## src/rtl/fp_mul_pkg.sv

```systemverilog
// rtl/fp_mul_pkg.sv - shared types, rounding-mode codes and format helpers for fp_mul_pipe
package fp_mul_pkg;

  typedef enum logic [2:0] {
    RM_RNE = 3'd0,
    RM_RTZ = 3'd1,
    RM_RDN = 3'd2,
    RM_RUP = 3'd3,
    RM_RMM = 3'd4
  } rmode_e;

  typedef enum logic [2:0] {ZERO, NORM, INF, QNAN, SNAN} fp_class_e;

  typedef struct packed {
    logic nv;
    logic of;
    logic uf;
    logic nx;
  } fp_flags_t;

  // Helpers return 64-bit images; callers size-cast to their own format width.
  function automatic logic [63:0] canon_nan(int ew, int fw);
    logic [63:0] v;
    v = ((64'd1 << ew) - 64'd1) << fw;
    v = v | (64'd1 << (fw - 1));
    return v;
  endfunction

  function automatic logic [63:0] max_finite(logic s, int ew, int fw);
    logic [63:0] v;
    v = (64'(s) << (ew + fw)) | (((64'd1 << ew) - 64'd2) << fw) | ((64'd1 << fw) - 64'd1);
    return v;
  endfunction

  function automatic fp_class_e classify(logic exp_zero, logic exp_ones, logic frac_zero,
                                         logic frac_msb);
    if (exp_zero) return ZERO;
    if (!exp_ones) return NORM;
    if (frac_zero) return INF;
    return frac_msb ? QNAN : SNAN;
  endfunction

endpackage

```

## src/rtl/fp_mul_round.sv

```systemverilog
// rtl/fp_mul_round.sv - combinational normalise, round, overflow/underflow and pack stage
module fp_mul_round
  import fp_mul_pkg::*;
#(
  parameter int EXP_W = 8,
  parameter int FRC_W = 23
) (
  input  logic                     sign,
  input  logic signed [EXP_W+1:0]  exp_sum,
  input  logic [2*FRC_W+1:0]       prod,
  input  logic [2:0]               rm,
  output logic [EXP_W+FRC_W:0]     z,
  output fp_flags_t                flags
);

  localparam int PW = 2 * (FRC_W + 1);
  localparam logic signed [EXP_W+1:0] E_OVF = (EXP_W+2)'(2**EXP_W - 1);
  localparam logic signed [EXP_W+1:0] E_ONE = (EXP_W+2)'(1);

  logic                    norm_n, g, r, s, inc, carry, to_inf, ovf, unf;
  logic [PW-1:0]           sh;
  logic [FRC_W:0]          mant;
  logic [FRC_W+1:0]        sum;
  logic [FRC_W-1:0]        frac;
  logic signed [EXP_W+1:0] e_fin;

  always_comb begin
    norm_n = prod[PW-1];
    sh     = norm_n ? prod : (prod << 1);
    mant   = sh[PW-1 -: FRC_W+1];
    g      = sh[FRC_W];
    r      = sh[FRC_W-1];
    s      = |sh[FRC_W-2:0];

    case (rm)
      RM_RTZ:  inc = 1'b0;
      RM_RDN:  inc = sign & (g | r | s);
      RM_RUP:  inc = !sign & (g | r | s);
      RM_RMM:  inc = g;
      default: inc = g & (r | s | mant[0]);
    endcase

    sum   = {1'b0, mant} + {{(FRC_W+1){1'b0}}, inc};
    carry = sum[FRC_W+1];
    frac  = carry ? sum[FRC_W:1] : sum[FRC_W-1:0];
    e_fin = exp_sum + $signed({{(EXP_W+1){1'b0}}, norm_n}) + $signed({{(EXP_W+1){1'b0}}, carry});
    ovf   = e_fin >= E_OVF;
    unf   = e_fin < E_ONE;

    // Directed modes that round away from the overflow sign saturate to max finite.
    case (rm)
      RM_RTZ:  to_inf = 1'b0;
      RM_RDN:  to_inf = sign;
      RM_RUP:  to_inf = !sign;
      default: to_inf = 1'b1;
    endcase

    flags    = '0;
    flags.nx = g | r | s;
    z        = {sign, e_fin[EXP_W-1:0], frac};
    if (ovf) begin
      flags.of = 1'b1;
      flags.nx = 1'b1;
      z = to_inf ? {sign, {EXP_W{1'b1}}, {FRC_W{1'b0}}}
                 : (EXP_W+FRC_W+1)'(max_finite(sign, EXP_W, FRC_W));
    end else if (unf) begin
      flags.uf = 1'b1;
      flags.nx = 1'b1;
      z = {sign, {(EXP_W+FRC_W){1'b0}}};
    end
  end

endmodule

```

## src/rtl/fp_mul_pipe.sv

```systemverilog
// rtl/fp_mul_pipe.sv - 3-stage FTZ/DAZ IEEE-754 multiplier with valid/ready; FP_MUL_STICKY_EN enables sticky flags
module fp_mul_pipe
  import fp_mul_pkg::*;
#(
  parameter int EXP_W = 8,
  parameter int FRC_W = 23
) (
  input  logic                 clk,
  input  logic                 rst_n,
  input  logic                 in_valid,
  output logic                 in_ready,
  input  logic [EXP_W+FRC_W:0] fp_x,
  input  logic [EXP_W+FRC_W:0] fp_y,
  input  logic [2:0]           r_mode,
  output logic                 out_valid,
  input  logic                 out_ready,
  output logic [EXP_W+FRC_W:0] fp_z,
  output logic [3:0]           flags,
  output logic [3:0]           sticky,
  input  logic                 sticky_clr
);

  localparam int W  = EXP_W + FRC_W + 1;
  localparam int SW = FRC_W + 1;
  localparam int PW = 2 * SW;
  localparam logic signed [EXP_W+1:0] BIAS = (EXP_W+2)'(2**(EXP_W-1) - 1);

  logic adv1, adv2, adv3, v1, v2, v3;

  assign adv3      = !v3 | out_ready;
  assign adv2      = !v2 | adv3;
  assign adv1      = !v1 | adv2;
  assign in_ready  = adv1;
  assign out_valid = v3;

  logic [EXP_W-1:0]        ex, ey;
  logic [FRC_W-1:0]        fx, fy;
  fp_class_e               cx, cy;
  logic                    sign_c, spec_c, inf_zero;
  logic [W-1:0]            spec_z_c;
  fp_flags_t               spec_f_c;
  logic signed [EXP_W+1:0] esum_c;

  always_comb begin
    ex       = fp_x[W-2:FRC_W];
    ey       = fp_y[W-2:FRC_W];
    fx       = fp_x[FRC_W-1:0];
    fy       = fp_y[FRC_W-1:0];
    cx       = classify(ex == '0, &ex, fx == '0, fx[FRC_W-1]);
    cy       = classify(ey == '0, &ey, fy == '0, fy[FRC_W-1]);
    sign_c   = fp_x[W-1] ^ fp_y[W-1];
    esum_c   = $signed({2'b00, ex}) + $signed({2'b00, ey}) - BIAS;
    inf_zero = (cx == INF && cy == ZERO) || (cx == ZERO && cy == INF);
    spec_c   = 1'b1;
    spec_f_c = '0;
    spec_z_c = '0;
    // Special operands resolve entirely here and bypass the arithmetic path.
    if (cx == QNAN || cx == SNAN || cy == QNAN || cy == SNAN || inf_zero) begin
      spec_z_c    = W'(canon_nan(EXP_W, FRC_W));
      spec_f_c.nv = inf_zero || cx == SNAN || cy == SNAN;
    end else if (cx == INF || cy == INF) begin
      spec_z_c = {sign_c, {EXP_W{1'b1}}, {FRC_W{1'b0}}};
    end else if (cx == ZERO || cy == ZERO) begin
      spec_z_c = {sign_c, {(W-1){1'b0}}};
    end else begin
      spec_c = 1'b0;
    end
  end

  logic                    s1_sign, s1_spec, s2_sign, s2_spec;
  logic signed [EXP_W+1:0] s1_esum, s2_esum;
  logic [SW-1:0]           s1_mx, s1_my;
  logic [PW-1:0]           s2_prod;
  logic [2:0]              s1_rm, s2_rm;
  logic [W-1:0]            s1_spec_z, s2_spec_z, rnd_z;
  fp_flags_t               s1_spec_f, s2_spec_f, rnd_f, flags_q;

  always_ff @(posedge clk or negedge rst_n) begin
    if (!rst_n) begin
      v1      <= 1'b0;
      v2      <= 1'b0;
      v3      <= 1'b0;
      fp_z    <= '0;
      flags_q <= '0;
    end else begin
      if (adv1) v1 <= in_valid;
      if (adv2) v2 <= v1;
      if (adv3) v3 <= v2;
      if (adv3 && v2) begin
        fp_z    <= s2_spec ? s2_spec_z : rnd_z;
        flags_q <= s2_spec ? s2_spec_f : rnd_f;
      end
    end
  end

  always_ff @(posedge clk) begin
    if (adv1 && in_valid) begin
      s1_sign   <= sign_c;
      s1_esum   <= esum_c;
      s1_mx     <= {1'b1, fx};
      s1_my     <= {1'b1, fy};
      s1_rm     <= r_mode;
      s1_spec   <= spec_c;
      s1_spec_z <= spec_z_c;
      s1_spec_f <= spec_f_c;
    end
    if (adv2 && v1) begin
      s2_sign   <= s1_sign;
      s2_esum   <= s1_esum;
      s2_prod   <= PW'(s1_mx) * PW'(s1_my);
      s2_rm     <= s1_rm;
      s2_spec   <= s1_spec;
      s2_spec_z <= s1_spec_z;
      s2_spec_f <= s1_spec_f;
    end
  end

  fp_mul_round #(.EXP_W(EXP_W), .FRC_W(FRC_W)) u_round (
    .sign    (s2_sign),
    .exp_sum (s2_esum),
    .prod    (s2_prod),
    .rm      (s2_rm),
    .z       (rnd_z),
    .flags   (rnd_f)
  );

  assign flags = flags_q;

`ifdef FP_MUL_STICKY_EN
  // Clear has priority, so a result delivered in the clear cycle is dropped.
  always_ff @(posedge clk or negedge rst_n) begin
    if (!rst_n) sticky <= '0;
    else if (sticky_clr) sticky <= '0;
    else if (v3 && out_ready) sticky <= sticky | flags_q;
  end
`else
  assign sticky = {4{1'b0 & sticky_clr}};
`endif

endmodule
```

## config.mk

```make
export PLATFORM = sky130hd
export DESIGN_NAME = fp_mul_pipe
export DESIGN_NICKNAME = d
export VERILOG_FILES = /design/src/rtl/fp_mul_pkg.sv /design/src/rtl/fp_mul_round.sv /design/src/rtl/fp_mul_pipe.sv
export SDC_FILE = /design/constraint.sdc
export NUM_CORES = 2
export LEC_CHECK = 0
export ABC_AREA = 1
export BUFFER_PORTS_ARGS = -buffer_cell sky130_fd_sc_hd__buf_2
export CAP_MARGIN = 40
export CORE_MARGIN = 4
export CORE_UTILIZATION = 55
export CTS_CLUSTER_DIAMETER = 30
export CTS_CLUSTER_SIZE = 25
export DETAILED_ROUTE_END_ITERATION = 10
export GPL_TIMING_DRIVEN = 0
export PLACE_DENSITY = 0.75
export SYNTH_ARGS = -nofsm -noshare
export SYNTH_HDL_FRONTEND = slang
export SYNTH_HIERARCHICAL = 1
export SYNTH_SLANG_ARGS = --single-unit
```

## constraint.sdc

```tcl
create_clock -name clk -period 6.5 [get_ports clk]
set_clock_uncertainty 0.1 [all_clocks]
set_input_delay 0.65 -clock clk [delete_from_list [all_inputs] [get_ports clk]]
set_output_delay 0.65 -clock clk [all_outputs]
set_load 0.01 [all_outputs]
```

======== After elaboration in Yosys (flattened, before gate mapping) ========
Cells that the tools add are included.
storage, ports and cells
  register bits ........................... 229
  bits of input ports ..................... 72
  output and inout port bits .............. 42
  logic and storage cells ................. 123
cells by class
  add/sub/neg operators ................... 5
  $mul .................................... 1
  order comparisons ....................... 2
  equal/unequal tests ..................... 10
  muxes and demuxes ....................... 42
  bitwise operators ....................... 11
  reductions and logical operators ........ 28
operators by type and width
  kind                                                          count
  two-way mux 32 bit                                            3
  two-way mux 31 bit                                            2
  multiplier 24 x 24 -> 48 bit                                  1
  two-way mux 48 bit                                            1
  zero test 23 bit                                              2
  two-way mux 3 bit                                             14
  adder 24 x 1 -> 25 bit                                        1
  two-way mux 24 bit                                            1
  two-way mux 23 bit                                            1
  OR reduction 22 bit                                           1
  adder 10 x 2 -> 10 bit                                        2
  == test 3 x 2 -> 1 bit (second input constant)                6
  zero test 8 bit                                               2
  two-way mux 1 bit                                             16
  AND reduction 8 bit                                           2
  >= comparator 10 x 9 -> 1 bit (second input constant)         1
  less-than comparator 10 x 2 -> 1 bit (second input constant)  1
  subtractor 9 x 7 -> 10 bit (second input constant)            1
  adder 8 x 8 -> 9 bit                                          1
  == test 3 bit (second input constant)                         3
  logical OR 1 bit                                              9
  OR 1 bit                                                      7
  zero test 3 bit                                               2
  logical AND 1 bit                                             5
  other kinds (9)                                               14

======== Logic depth before layout (Yosys ltp) ========
  depth in word-level cells ............... 14
  depth in mapped cells ................... 37
  mapped depth without buffers ............ 32

======== By module ========
Netlist, hierarchy kept.
modules (own cells, without submodules)
  module        instances  cells an instance  area an instance (um^2)  seq. area each (um^2)
  fp_mul_pipe   1          3286               26750.7                  4939.7
  fp_mul_round  1          448                2214.6                   0.0

======== Worst setup path after synthesis ========
Ideal clock, no wire load.
  kind .................................... reg-to-reg
  start point ............................. register s1_mx[13]
  end point ............................... register s2_prod[40] (data pin)
  setup time .............................. 0.252 ns
  data arrival time ....................... 5.681 ns
  data required time ...................... 6.148 ns
  setup slack ............................. 0.466 ns
  cell stages (with the launch flop) ...... 27
  path buffers ............................ 1
  clock period less this slack ............ 6.034 ns
  path through ............................ edfxtp_1 > clkbuf_1 > nand2_1 > fa_1 > inv_1 > fa_1 > inv_1 > fa_1 > inv_1 > fa_1 > inv_1 > fa_1 > inv_1 > fa_1 > inv_1 > fa_1 > inv_1 > ha_1 > nand2_1 > nor2_1 > nand2_1 > nor2_1 > nand2_1 > nand3_1 > nand2_1 > nand3_1 > nand2_1
between the ends
  word-level cells in the longest chain between the ends .. 1
ends and longest elaborated chain
  what                          line                RTL
  start: declaration            fp_mul_pipe.sv:72   logic [SW-1:0] s1_mx, s1_my;
  start signal: assignment      fp_mul_pipe.sv:100  s1_mx <= {1'b1, fx};
  multiplier 24 x 24 -> 48 bit  fp_mul_pipe.sv:110  s2_prod <= PW'(s1_mx) * PW'(s1_my);
  end signal: assignment        fp_mul_pipe.sv:110
  end: declaration              fp_mul_pipe.sv:73   logic [PW-1:0] s2_prod;
No other way between the ends.
A chain may end at the register's enable or synchronous reset.

======== Worst setup path in the final report ========
  start point ............................. register s1_mx[13]
  end point ............................... register s2_prod[46] (data pin)
The elaborated chain is that of the path after synthesis.

==> key figures <==
Yosys
  – Yosys cell types: 47
  – Synth Register Bits: 171
  – FFs w/ async S/R, synth: 22.8%
  – Cells after Synth: 3734
  – Commonest cells post-synth: inv_1, nand2_1, fa_1
  – Most common cell in the netlist: inv_1
  – Post-synthesis instance area: 0.0290 mm²
  – Syn. warnings: 6
  – Mean area per synthesized cell: 7.76 µm²
  – Largest cells by area after synthesis: fa_1, inv_1, nand2_1, edfxtp_1, ha_1
  – Primary FF master, synth: edfxtp_1
  – Dominant cell type by area after synthesis: fa_1
  – EDFF count, synth: 132
  – Yosys top cell area share: 33.5%
  – Seq/Total Area, Yosys: 17.1%

STA
  – Fin crit period: 6.36 ns
  – FMAX: 157 MHz
  – Final setup violation count: 0
  – Slew @ Worst Pin: 0.798 ns
  – Rel. slew slack: 46.6%
  – Hold WS: ~0.26 ns
  – Max-slew violation count: 0
  – Final hold vios: 0
  – Period utilization: a little over nine tenths

Place
  – DP HPWL: 70100 µm
  – Port Buf Inserts: ~110
  – Routability cong.: approximately 1.0

Final layout
  – Layout cell share with drive strength beyond 1: 13.1%
  – Synth-to-Final Area Change: 13.0%
  – Final #Nets: 4724
  – Antenna diodes: 0

Run status
  – Status: completed

Routing
  – Final ANT Viol Nets: 0
  – First drt pass iteration count: 6
  – DR vias/cell: 5.23
  – Routed WL: just under 90000 µm
  – Residual DRC: 0
  – Initial DRC count: 2255
  – WL/cell: 18.7 µm
  – Total vias in the final route: 24.4k

Critical path
  – Critical Path End Type: flop
  – Crit Path Max Fanout: 10
  – Critical path arrival: 6.51 ns
  – Critical path class: reg -> reg
  – Data required time of the worst path: about 6.7 ns
  – CP startpoint kind: flop

Hold path
  – Hold crit path type: in -> reg

Clock tree
  – TritonCTS Buffers: 17
  – Sinks on Clock Net: roughly 170
  – CTS root buffer: clkbuf_16
  – Bufs on Longest Clock Path: 2
  – H-tree levels: 4
  – Clock latency at the later pin of the worst-skew pair: 0.48 ns
  – Clk slew on worst S/H paths: 0.08 ns
  – TritonCTS clock tree: yes

Floorplan
  – Total core area: 0.0517 mm²
  – Die height: 237 µm
  – IO Pins: 114
  – Die boundary width: 237 µm
  – Die ar.: 0.0564 mm²
  – Initial Util: 56.0%
  – Cell Rows: 83

Global route
  – Total track usage: 31.0%
  – Vias in the first global route: around 24k
  – Initial antenna violation count: 0
  – Largest net degree at the start of global routing: 45
  – Global-route wire length before repair: around 130000 µm
  – GR Overflow Total: 0

Job
  – Max-cap viol count: 0
placed cells by master, fill, tap and decap left out, drive strengths merged, types with 2 or more instances in the layout:
master,instances
a21o,2
a21oi,47
a31oi,12
and2,6
buf,276
clkbuf,82
clkinv,6
conb,5
dfrtp,39
edfxtp,132
fa,484
ha,192
inv,1149
nand2,1101
nand3,128
nand3b,7
nand4,19
nor2,169
nor3,12
nor4,4
o21ai,56
o21bai,5
or2,9
xnor2,8
xor2,34
worst max-delay path: stages (launching register included):
cell and delay (ns):
edfxtp_1 0.45, buf_6 0.22, nand2_1 0.12, fa_1 0.54, inv_1 0.05, fa_1 0.58, inv_1 0.07, fa_1 0.53
inv_1 0.05, fa_1 0.50, inv_1 0.06, fa_1 0.52, inv_1 0.06, fa_1 0.48, inv_1 0.05, fa_1 0.48
inv_1 0.08, ha_4 0.33, nand2_4 0.08, nor2_4 0.15, nand2_1 0.09, inv_1 0.11, nand2_1 0.08, nor2_1 0.09
nand2_1 0.11, nand4_1 0.11, nand2_1 0.05
state kept, by name, summed over array words and instances, names as in the netlist, 4 cells and up:
signal,flops
fp_z,32
flags,4
s2_esum,10
s2_prod,48
s1_mx,23
s1_esum,10
s1_my,23
what timing repair did:
item,4_1_cts,5_1_grt
hold buffers,1,0
gates resized for setup,146,182
endpoints found under the setup margin,31,29
buffers inserted,65,41
endpoints found under the hold margin,8,0
pin swaps,0,21
path summary, 6_finish.rpt:
path	end	startpoint	slack, ns	cells past startpoint
hold reg to reg	s2_esum[2]	s1_esum[2]	0.32	0
setup / recovery	s2_prod[46]	s1_mx[13]	0.14	26
min in group asynchronous	fp_z[9]	rst_n	0.45	2
hold / removal	s1_my[19]	fp_y[19]	0.26	1
max in group asynchronous	flags[2]	rst_n	5.42	3
setup reg to reg	s2_prod[46]	s1_mx[13]	0.14	26
cells by family (layout without fill, tap and decap cells):
group | Yosys count | count (layout) | share of synthesized area [%]
XOR/XNOR | 42 | 42 | 1.27
adder cells (fa/ha/maj) | 676 | 676 | 41.7
buffers and inverters | 1262 | 1514 | 16.7
flip-flops | 171 | 171 | 17.1
AND/OR/NAND/NOR | 1456 | 1456 | 20.8
other | 2 | 5 | 0.0259
AO/OA/AOI/OAI | 125 | 125 | 2.38
cell type report:
| class | count | area (µm²) |
|---|---|---|
| plain buffers | 119 | 938 |
| clock buffers | 18 | 429 |
| clock inverters | 14 | 126 |
| fillers | 4427 | 19000 |
| inverters | 1141 | 4290 |
| multi-input cells | 2304 | 19700 |
| flip-flops and latches | 171 | 4940 |
| well taps | 680 | 851 |
| repair buffers | 222 | 1500 |
metrics by stage:
step           setup slack [ns]  instance area (µm²)  setup TNS, ns  utilization, %  cells
5_1_grt                 -0.0601                32700         -0.400            63.3   4669
2_1_floorplan             0.466                29000              0               -   3737
3_5_place_dp             -0.725                30500         -17.17            58.9   4532
4_1_cts                 0.00255                31900              0            61.6   4630
6_report                  0.140                32700              0            63.3   4669
3_3_place_gp             -0.663                30400         -15.11            58.7   4525
metal layers:
metal / wire, µm / GRT usage [%] / vias up
li1: - / - / 11142
met1: 32800 / 39.5 / 11709
met2: 39000 / 48.7 / 1258
met3: 9790 / 8.53 / 300
met4: 5810 / 16.4 / 0
met5: 0 / 0 / -
Power is not shown: default switching activity piles up to over one toggle a cycle in this logic, so the estimate is an artifact.
